[config.mk]
export PLATFORM = sky130hd
export DESIGN_NAME = csr_file
export DESIGN_NICKNAME = d
export VERILOG_FILES = /design/src/rtl/csr_pkg.sv /design/src/rtl/csr_counter64.sv /design/src/rtl/csr_file.sv
export SDC_FILE = /design/constraint.sdc
export NUM_CORES = 1
export LEC_CHECK = 0
export ABC_AREA = 0
export CORE_UTILIZATION = 45
export CTS_CLUSTER_SIZE = 20
export DETAILED_ROUTE_END_ITERATION = 12
export HOLD_SLACK_MARGIN = 0.02
export PLACE_DENSITY = 0.65
export SLEW_MARGIN = 20
export SYNTH_ARGS = -nofsm -noshare
export SYNTH_HDL_FRONTEND = slang
export SYNTH_SLANG_ARGS = --single-unit
[constraint.sdc]
create_clock -name clk -period 5.3 [get_ports clk]
set_input_delay 1.06 -clock clk [delete_from_list [all_inputs] [get_ports clk]]
set_output_delay 1.06 -clock clk [all_outputs]
set_load 0.03 [all_outputs]
[src/rtl/csr_pkg.sv]
// Shared definitions for the machine-mode CSR file: CSR addresses, Zicsr
// operation encodings, trap cause codes and mstatus bit positions.
package csr_pkg;

  // Machine-mode CSR addresses
  localparam logic [11:0] CSR_MSTATUS   = 12'h300;
  localparam logic [11:0] CSR_MISA      = 12'h301;
  localparam logic [11:0] CSR_MTVEC     = 12'h305;
  localparam logic [11:0] CSR_MSCRATCH  = 12'h340;
  localparam logic [11:0] CSR_MEPC      = 12'h341;
  localparam logic [11:0] CSR_MCAUSE    = 12'h342;
  localparam logic [11:0] CSR_MTVAL     = 12'h343;
  localparam logic [11:0] CSR_MCYCLE    = 12'hB00;
  localparam logic [11:0] CSR_MINSTRET  = 12'hB02;
  localparam logic [11:0] CSR_MCYCLEH   = 12'hB80;
  localparam logic [11:0] CSR_MINSTRETH = 12'hB82;
  localparam logic [11:0] CSR_CYCLE     = 12'hC00;
  localparam logic [11:0] CSR_INSTRET   = 12'hC02;
  localparam logic [11:0] CSR_CYCLEH    = 12'hC80;
  localparam logic [11:0] CSR_INSTRETH  = 12'hC82;
  localparam logic [11:0] CSR_MHARTID   = 12'hF14;

  // csr_op field from the control unit; IMM is refined by funct3
  typedef enum logic [1:0] {
    CSR_OP_RW  = 2'b00,
    CSR_OP_RS  = 2'b01,
    CSR_OP_RC  = 2'b10,
    CSR_OP_IMM = 2'b11
  } csr_op_e;

  localparam logic [2:0] F3_RWI = 3'b101;
  localparam logic [2:0] F3_RSI = 3'b110;
  localparam logic [2:0] F3_RCI = 3'b111;

  // mcause exception codes
  localparam logic [31:0] MCAUSE_ILLEGAL    = 32'd2;
  localparam logic [31:0] MCAUSE_BREAKPOINT = 32'd3;
  localparam logic [31:0] MCAUSE_ECALL_M    = 32'd11;

  // mstatus bit positions
  localparam int MSTATUS_MIE  = 3;
  localparam int MSTATUS_MPIE = 7;

  // addr[11:10] == 2'b11 marks a read-only CSR
  function automatic logic csr_is_read_only(input logic [11:0] addr);
    return addr[11:10] == 2'b11;
  endfunction

endpackage

[src/rtl/csr_counter64.sv]
// 64-bit event counter with independently writable 32-bit halves.
// Ports:
//   clk, rst_n   clock and synchronous active-low reset (count -> 0)
//   inc          add one this cycle (ignored when either half is written)
//   wr_lo/wr_hi  replace the low/high half with wdata
//   wdata        write data
//   count        current 64-bit value
module csr_counter64 (
  input  logic        clk,
  input  logic        rst_n,
  input  logic        inc,
  input  logic        wr_lo,
  input  logic        wr_hi,
  input  logic [31:0] wdata,
  output logic [63:0] count
);

  logic [63:0] count_q, count_d;

  always_comb begin
    // NOTE: default assignment first so every path drives count_d (no latch).
    count_d = count_q;
    if (wr_lo) count_d[31:0]  = wdata;
    if (wr_hi) count_d[63:32] = wdata;
    // A write to either half suppresses the increment of the whole counter.
    if (!wr_lo && !wr_hi && inc) count_d = count_q + 64'd1;
  end

  // NOTE: sequential state uses non-blocking assignments only.
  always_ff @(posedge clk) begin
    if (!rst_n) count_q <= '0;
    else        count_q <= count_d;
  end

  assign count = count_q;

endmodule

[src/rtl/csr_file.sv]
// Machine-mode CSR register file for the single-cycle RV32I core.
// Executes Zicsr read-modify-write, trap entry (ECALL/EBREAK/illegal CSR),
// MRET, and keeps the 64-bit cycle and instret counters.
// Ports:
//   clk, rst_n        clock, synchronous active-low reset
//   instr_valid       current instruction executes (gates all updates but mcycle)
//   csr_addr/csr_write_enable/csr_op/csr_funct3/csr_imm   CSR command
//   rs1_data, pc      register operand, PC of the current instruction
//   ecall/ebreak/mret SYSTEM decode strobes
//   csr_rdata         old CSR value, 0 when the access is illegal
//   trap_taken        redirect PC to trap_target this cycle
//   trap_target       mtvec on a trap, mepc on mret
//   illegal_csr       current CSR access is illegal
//   irq_enable        mstatus.MIE
module csr_file
  import csr_pkg::*;
#(
  parameter logic [31:0] HART_ID     = 32'h0000_0000,
  parameter logic [31:0] MISA_VALUE  = 32'h4000_0100,
  parameter logic [31:0] MTVEC_RESET = 32'h0000_0000
) (
  input  logic        clk,
  input  logic        rst_n,
  input  logic        instr_valid,
  input  logic [11:0] csr_addr,
  input  logic        csr_write_enable,
  input  logic [1:0]  csr_op,
  input  logic [2:0]  csr_funct3,
  input  logic [4:0]  csr_imm,
  input  logic [31:0] rs1_data,
  input  logic [31:0] pc,
  input  logic        ecall,
  input  logic        ebreak,
  input  logic        mret,
  output logic [31:0] csr_rdata,
  output logic        trap_taken,
  output logic [31:0] trap_target,
  output logic        illegal_csr,
  output logic        irq_enable
);

  logic        mie_q, mie_d, mpie_q, mpie_d;
  logic [31:0] mtvec_q, mtvec_d, mscratch_q, mscratch_d, mepc_q, mepc_d;
  logic [31:0] mcause_q, mcause_d, mtval_q, mtval_d;
  logic [63:0] mcycle, minstret;

  csr_op_e     op_kind;
  logic [31:0] operand, old_val, new_val;
  logic        addr_ok, do_write, trap, mret_fire, wr_en;

  // Decode, read mux and trap/return decisions
  always_comb begin
    operand = (csr_op == CSR_OP_IMM) ? {27'b0, csr_imm} : rs1_data;
    op_kind = csr_op_e'(csr_op);
    if (op_kind == CSR_OP_IMM) begin
      case (csr_funct3)
        F3_RSI:  op_kind = CSR_OP_RS;
        F3_RCI:  op_kind = CSR_OP_RC;
        default: op_kind = CSR_OP_RW;
      endcase
    end

    old_val = '0;
    addr_ok = 1'b1;
    case (csr_addr)
      CSR_MSTATUS: begin
        old_val[12:11]        = 2'b11;  // MPP hardwired to M-mode
        old_val[MSTATUS_MIE]  = mie_q;
        old_val[MSTATUS_MPIE] = mpie_q;
      end
      CSR_MISA:                      old_val = MISA_VALUE;
      CSR_MTVEC:                     old_val = mtvec_q;
      CSR_MSCRATCH:                  old_val = mscratch_q;
      CSR_MEPC:                      old_val = mepc_q;
      CSR_MCAUSE:                    old_val = mcause_q;
      CSR_MTVAL:                     old_val = mtval_q;
      CSR_MCYCLE,   CSR_CYCLE:       old_val = mcycle[31:0];
      CSR_MINSTRET, CSR_INSTRET:     old_val = minstret[31:0];
      CSR_MCYCLEH,  CSR_CYCLEH:      old_val = mcycle[63:32];
      CSR_MINSTRETH, CSR_INSTRETH:   old_val = minstret[63:32];
      CSR_MHARTID:                   old_val = HART_ID;
      default:                       addr_ok = 1'b0;
    endcase

    // Set/clear with a zero operand is a pure read, even of read-only CSRs.
    do_write = (op_kind == CSR_OP_RW) || (operand != 32'd0);

    case (op_kind)
      CSR_OP_RS: new_val = old_val | operand;
      CSR_OP_RC: new_val = old_val & ~operand;
      default:   new_val = operand;
    endcase

    illegal_csr = csr_write_enable &&
                  (!addr_ok || (do_write && csr_is_read_only(csr_addr)));
    csr_rdata   = illegal_csr ? 32'd0 : old_val;
    trap        = instr_valid && (ecall || ebreak || illegal_csr);
    mret_fire   = instr_valid && mret && !trap;
    wr_en       = instr_valid && csr_write_enable && do_write && !trap && !mret_fire;
    trap_taken  = trap || mret_fire;
    trap_target = mret_fire ? mepc_q : mtvec_q;
  end

  // Next state of the machine CSRs
  always_comb begin
    mie_d      = mie_q;
    mpie_d     = mpie_q;
    mtvec_d    = mtvec_q;
    mscratch_d = mscratch_q;
    mepc_d     = mepc_q;
    mcause_d   = mcause_q;
    mtval_d    = mtval_q;
    if (trap) begin
      mepc_d   = pc;
      mcause_d = ecall ? MCAUSE_ECALL_M : (ebreak ? MCAUSE_BREAKPOINT : MCAUSE_ILLEGAL);
      mtval_d  = '0;
      mpie_d   = mie_q;
      mie_d    = 1'b0;
    end else if (mret_fire) begin
      mie_d  = mpie_q;
      mpie_d = 1'b1;
    end else if (wr_en) begin
      case (csr_addr)
        CSR_MSTATUS: begin
          mie_d  = new_val[MSTATUS_MIE];
          mpie_d = new_val[MSTATUS_MPIE];
        end
        CSR_MTVEC:    mtvec_d    = {new_val[31:2], 2'b00};  // direct mode only
        CSR_MSCRATCH: mscratch_d = new_val;
        CSR_MEPC:     mepc_d     = {new_val[31:2], 2'b00};
        CSR_MCAUSE:   mcause_d   = new_val;
        CSR_MTVAL:    mtval_d    = new_val;
        default:      ;  // misa is WARL-ignored; counters handled below
      endcase
    end
  end

  always_ff @(posedge clk) begin
    if (!rst_n) begin
      mie_q      <= 1'b0;
      mpie_q     <= 1'b0;
      mtvec_q    <= {MTVEC_RESET[31:2], 2'b00};
      mscratch_q <= '0;
      mepc_q     <= '0;
      mcause_q   <= '0;
      mtval_q    <= '0;
    end else begin
      mie_q      <= mie_d;
      mpie_q     <= mpie_d;
      mtvec_q    <= mtvec_d;
      mscratch_q <= mscratch_d;
      mepc_q     <= mepc_d;
      mcause_q   <= mcause_d;
      mtval_q    <= mtval_d;
    end
  end

  csr_counter64 u_mcycle (
    .clk   (clk),
    .rst_n (rst_n),
    .inc   (1'b1),
    .wr_lo (wr_en && (csr_addr == CSR_MCYCLE)),
    .wr_hi (wr_en && (csr_addr == CSR_MCYCLEH)),
    .wdata (new_val),
    .count (mcycle)
  );

  csr_counter64 u_minstret (
    .clk   (clk),
    .rst_n (rst_n),
    .inc   (instr_valid && !trap),
    .wr_lo (wr_en && (csr_addr == CSR_MINSTRET)),
    .wr_hi (wr_en && (csr_addr == CSR_MINSTRETH)),
    .wdata (new_val),
    .count (minstret)
  );

  assign irq_enable = mie_q;

endmodule
* After elaboration in Yosys (flattened, before gate mapping)
Index checks and enable logic that the tools add are counted.
** Storage, ports and cells
- Flip-flop bits (word level) :: 288
- Input port bits :: 93
- Output and inout port bits :: 67
- Logic and storage cells :: 134
** Cells by class
- Add/subtract/negate cells :: 2
- Equality and inequality tests :: 23
- Multiplexer cells :: 37
- Bitwise operators :: 6
- Reduce and logical (&&, ||, !) cells :: 55
** Operators with widths (count)
- $mux 32 :: 15
- $pmux 19 s10 :: 1
- $add 64x1->64 const B :: 2
- $mux 64 :: 2
- $eq 12x12->1 const B :: 9
- $eq 12x10->1 const B :: 7
- $pmux 32 s2 :: 1
- $pmux 3 s9 :: 2
- $and 32x32->32 :: 1
- $not 32->32 :: 1
- $or 32x32->32 :: 1
- $reduce_bool 32->1 :: 1
- $pmux 3 s10 :: 1
- $pmux 1 s10 :: 2
- $pmux 2 s10 :: 1
- $reduce_bool 2->1 :: 9
- $logic_and 1x1->1 :: 17
- $reduce_or 16->1 :: 1
- $reduce_or 2->1 :: 5
- $mux 1 :: 9
- $reduce_and 3->1 :: 3
- $reduce_and 4->1 :: 2
- $logic_not 1->1 :: 7
- $eq 2x2->1 const B :: 3
- other kinds (11) :: 20

* Longest topological paths before layout
- Depth after elaboration :: 19
- Mapped depth :: 16
- Depth with buffers taken out :: 12

* Cells and area by module
Synthesis repeated with hierarchy kept, for this count alone.
** Second synthesis, totals
- Cells, all modules :: 2310
- Area total of the unflattened synthesis :: 17920.9 µm²
** Modules (own cells, without submodules)
- csr_file :: instances 1, cells each 1334, area an instance 10188.5 µm², seq. area each 3203.1 µm²
- csr_counter64 :: instances 2, cells each 488, area an instance 3866.2 µm², seq. area each 1281.2 µm²

* Worst setup path before layout
No wires, ideal clock.
- Path kind :: input to output
- From :: input port csr_funct3[2]
- To :: output port trap_target[25]
- Data arrival time :: 4015 ps
- Data required time :: 4240 ps
- Path slack :: 225 ps
- Stages on the path :: 12
- Path buffers :: 2
- Cells stage by stage :: nand3_1 nand2_1 and2_1 inv_1 ha_1 o31a_1 a222oi_1 nor2_1 or4_1 clkbuf_1 buf_2 o21ai_0
** On the way
- Longest elaborated chain between the ends :: 13
- Elaborated cells on any way between the ends :: 14
- Classes of those cells :: 2 x eq/ne; 3 x mux; 9 x reduce/logical
** Ends and longest elaborated chain
- start: declaration :: RTL line csr_file.sv:28 : input logic [2:0] csr_funct3,
- $eq 3x3->1 :: RTL line csr_file.sv:56 : case (csr_funct3)
- $pmux 2 s2 * :: RTL line csr_file.sv:56
- $mux 2 * :: RTL line csr_file.sv:55 : if (op_kind == CSR_OP_IMM) begin
- $logic_not 2->1 * :: RTL line csr_file.sv:86 : do_write = (op_kind == CSR_OP_RW) || (operand != 32'd0);
- $logic_or 1x1->1 * :: RTL line csr_file.sv:86
- $logic_and 1x1->1 * :: RTL line csr_file.sv:95 : (!addr_ok || (do_write && csr_is_read_only(csr_addr)));
- $logic_or 1x1->1 * :: RTL line csr_file.sv:95
- $logic_and 1x1->1 * :: RTL line csr_file.sv:94 : illegal_csr = csr_write_enable &&
- $logic_or 1x1->1 * :: RTL line csr_file.sv:97 : trap = instr_valid && (ecall || ebreak || illegal_csr);
- $logic_and 1x1->1 * :: RTL line csr_file.sv:97
- $logic_not 1->1 * :: RTL line csr_file.sv:98 : mret_fire = instr_valid && mret && !trap;
- $logic_and 1x1->1 * :: RTL line csr_file.sv:98
- $mux 32 * :: RTL line csr_file.sv:101 : trap_target = mret_fire ? mepc_q : mtvec_q;
- end: declaration :: RTL line csr_file.sv:37 : output logic [31:0] trap_target,
Mark *: on every way between the ends. The rest lies on a longest branch, timed or not.

* Worst setup path after layout
- From :: input port csr_addr[0]
- To :: output port csr_rdata[12]
** On the way
- Longest elaborated chain between the ends :: 7
- Elaborated cells on any way between the ends :: 27
- Classes of those cells :: 16 x eq/ne; 3 x mux; 8 x reduce/logical
** Ends and longest elaborated chain
- start: declaration :: RTL line csr_file.sv:25 : input logic [11:0] csr_addr,
- $eq 12x12->1 or $eq 12x10->1 (tied branches) :: RTL line csr_file.sv:65 : case (csr_addr)
- $reduce_or 16->1 (no source line)
- $mux 1 :: RTL line csr_file.sv:65
- $logic_not 1->1 :: RTL line csr_file.sv:95
- $logic_or 1x1->1 :: RTL line csr_file.sv:95
- $logic_and 1x1->1 :: RTL line csr_file.sv:94
- $mux 32 * :: RTL line csr_file.sv:96 : csr_rdata = illegal_csr ? 32'd0 : old_val;
- end: declaration :: RTL line csr_file.sv:35 : output logic [31:0] csr_rdata,
Marked as above.

==> out/results.txt <==
Total vias in the final route -> 21.8k
Cells after Synth -> 2,425
Leak Pwr -> 7.45 nW
Die W -> 201 µm
GRT Util Overall -> 0.444
Critical path endpoint category -> output port
Initial cell density of the core -> 0.458
Logic pwr share -> 0.127
Layout area overhead -> 24.5%
Synthesis-stage register bit count -> 288
Syn_nets -> 2,523
Worst skew pair latency -> 570 ps
Worst path cell trace -> clkdlybuf4s50_1 > buf_4 > buf_4 > nor4_2 > buf_12 > a22oi_1 > o221ai_1 > a2111oi_0 > buf_4 > nor2_1 > buf_12
EDFF count, synth -> 0
Hold Fails Final Rpt -> 0
Flop pwr share -> 0.408
Tmin final -> 5230 ps
Sw power -> 0.00152 W
Die ar. -> 40,300 µm²
Worst-Margin Slew -> 1100 ps
Mapped cell area -> 17,800 µm²
Max_cap viols -> 0
DR DRC count -> 0
First drt pass iteration count -> 9
Layout Utilization -> 0.571
Setup CP Type -> input pin to output port
Dominant synthesized flop cell -> dfxtp_1
Setup TNS -> 0 ps
H-tree Lvls -> 2
Initial DRC count -> 3,220
Hold-fix buffers, CTS -> 0
Row Count -> 72
Clock slew at reported path FFs -> 60 ps
CTS tree -> yes
Most common cell after layout, fill and taps aside -> nand2_1
Largest net degree at the start of global routing -> 134
Vias in the first global route -> 19.8k
Clock power frac -> 0.465
Initial antenna violation count -> 1
Max Buffers Root-to-Sink -> 3
First-pass GRT wire length -> 134,000 µm
Place WS -> -518 ps
Critical path's slowest cell -> a2111oi_0
Final worst setup slack -> 69.8 ps
Sw Share -> 0.280
Input/output buffers -> 159
Final Instance Count excl. Fillers -> 3,139
Critical Path Max Stage Delay -> 610 ps
Dpl cells -> 3,074
Maximum vdd drop -> 233 µV
GR Overflow Total -> 0
Clk_skew -> 26.0 ps
Core ar. -> 38,800 µm²
CTS buffer count -> 35
FILL cells -> 3,661
Crit share post-route -> 0.987
Clock sinks -> 288
Vias per cell -> 6.94
Clk root buf -> clkbuf_16
Fin. max-slew vios -> 0
Most frequent cells in the layout -> nand2_1, a21oi_1, dfxtp_1
Die Span Y -> 201 µm
Hold Crit Class -> flip-flop to flip-flop
CP Launch Type -> input pin
Post-synthesis sequential area ratio -> 0.324
Dpl hpwl -> 67,800 µm
Final GP Congestion -> 0.993
Share of cells above drive strength 1 -> 0.146
Unique cell type count in the Yosys netlist -> 88
Antenna cell count -> 0
Outcome -> complete, no violations
Pwr/cell area -> 245 nW/µm²
Final setup viols -> 0
Syn_area_per_cell -> 7.34 µm²
Max frequency -> 0.191 GHz
Worst path arrival time -> 4170 ps
Relative slew slack -> 0.267
Critical path's most frequent cell -> buf_4
WHS -> 451 ps
Pint -> 0.00391 W
Req. time, crit path -> 4240 ps
Syn. warnings -> 0
Final nets -> 2,695
WL per Instance -> 29.5 µm
Final wirelength -> 92,600 µm
I/O pins -> 160
Async S/R FF share, synth -> 0
Max FO, Critical Path -> 42
DRT antenna net count -> 0
## per-layer routing
layer	track usage	routed length, µm	vias to the layer above
met4	0.270	6620	2
met5	0	14	-
met3	0.100	12100	351
met2	0.641	38200	1741
met1	0.599	35600	10297
li1	-	-	9399
## worst max-delay path: cells and delay by family
family / cells / cell delay, ps
AO/OA/AOI/OAI: 3 / 1210
buffers and inverters: 6 / 1610
AND/OR/NAND/NOR: 2 / 220
## power groups by stage
stage               logic, W  registers (W)  clock network [W]
global placement    0.000646        0.00226                  0
floorplan           0.000302        0.00225                  0
CTS                 0.000656        0.00221            0.00252
global route        0.000704        0.00221            0.00262
finish              0.000690        0.00221            0.00253
detailed placement  0.000650        0.00226                  0
## cell type report
class | instances | area [µm²] | share of cell area
sequential | 288 | 5770 | 0.260
multi-input combinational | 1909 | 11300 | 0.508
clock buffer | 55 | 1070 | 0.0485
timing repair buffer | 340 | 3210 | 0.145
clock inverter | 6 | 101 | 0.00457
tap | 518 | 648 | 0.0293
inverter | 23 | 91.3 | 0.00412
## per-stage QoR
| stage | power [W] | area (µm²) |
|---|---|---|
| floorplan | 0.00255 | 17800 |
| global route | 0.00554 | 22200 |
| CTS | 0.00539 | 22200 |
| detailed placement | 0.00291 | 20800 |
| global placement | 0.00291 | 20800 |
| finish | 0.00543 | 22200 |
## synth_stat cells (9+ instances only)
cell / number / area [µm²]
nand2_1: 426 / 1600
a22o_1: 24 / 210
mux2i_1: 40 / 400
a22oi_1: 50 / 375
and2_1: 20 / 125
clkbuf_1: 151 / 567
nor3_1: 61 / 305
a222oi_1: 13 / 130
buf_2: 48 / 240
or3_1: 24 / 150
nor3b_1: 16 / 120
nand4b_1: 10 / 87.6
a31oi_1: 47 / 294
nor2_1: 114 / 428
a2bb2oi_1: 9 / 78.8
and3_1: 34 / 213
dfxtp_1: 288 / 5770
a21oi_1: 365 / 1830
nand3_1: 115 / 576
nand4_1: 44 / 275
a32oi_1: 27 / 236
and4_1: 16 / 140
a21o_1: 21 / 158
nor4_1: 44 / 275
o21ai_0: 104 / 521
or4_1: 14 / 105
mux2_2: 18 / 203
nand2b_1: 10 / 62.6
o21a_1: 9 / 67.6
mux2_1: 24 / 270
inv_1: 22 / 82.6
o211ai_1: 23 / 173
a221oi_1: 10 / 87.6
## final timing paths
path	cells after the start	endpoint	slack, ps	start
hold reg to reg	2	mtval_q[14]	450	mtval_q[14]
setup reg to reg	8	u_mcycle.count[50]	1320	u_mcycle.count[0]
setup / recovery	11	csr_rdata[12]	70	csr_addr[0]
hold / removal	2	mtval_q[14]	450	mtval_q[14]
## repair_timing
action,CTS,global route
resized for setup,69,12
pin swaps,3,3
setup endpoints to repair,32,25
setup buffers,2,0
cloned,2,0
## registers in the layout (all words and copies together), names as in the netlist
signal	flops
u_mcycle.count	64
u_minstret.count	64
mcause_q	32
mepc_q	32
mscratch_q	32
mtval_q	32
mtvec_q	30
irq_enable	1
mpie_q	1
## cells by family (layout without fill, tap and decap cells)
logic type                 count (synthesis)  in the layout  share of synthesized area
xor gates and xnor gates                   4              4                    0.00197
buffers and inverters                    228            424                     0.0519
AOI/OAI and AO/OA                        819            819                      0.292
and+or+nand+nor                          999            999                      0.277
muxes                                     82             82                     0.0491
adders and majority gates                  5              5                    0.00352
DFF                                      288            288                      0.324
(Power assumes the default switching activity.)
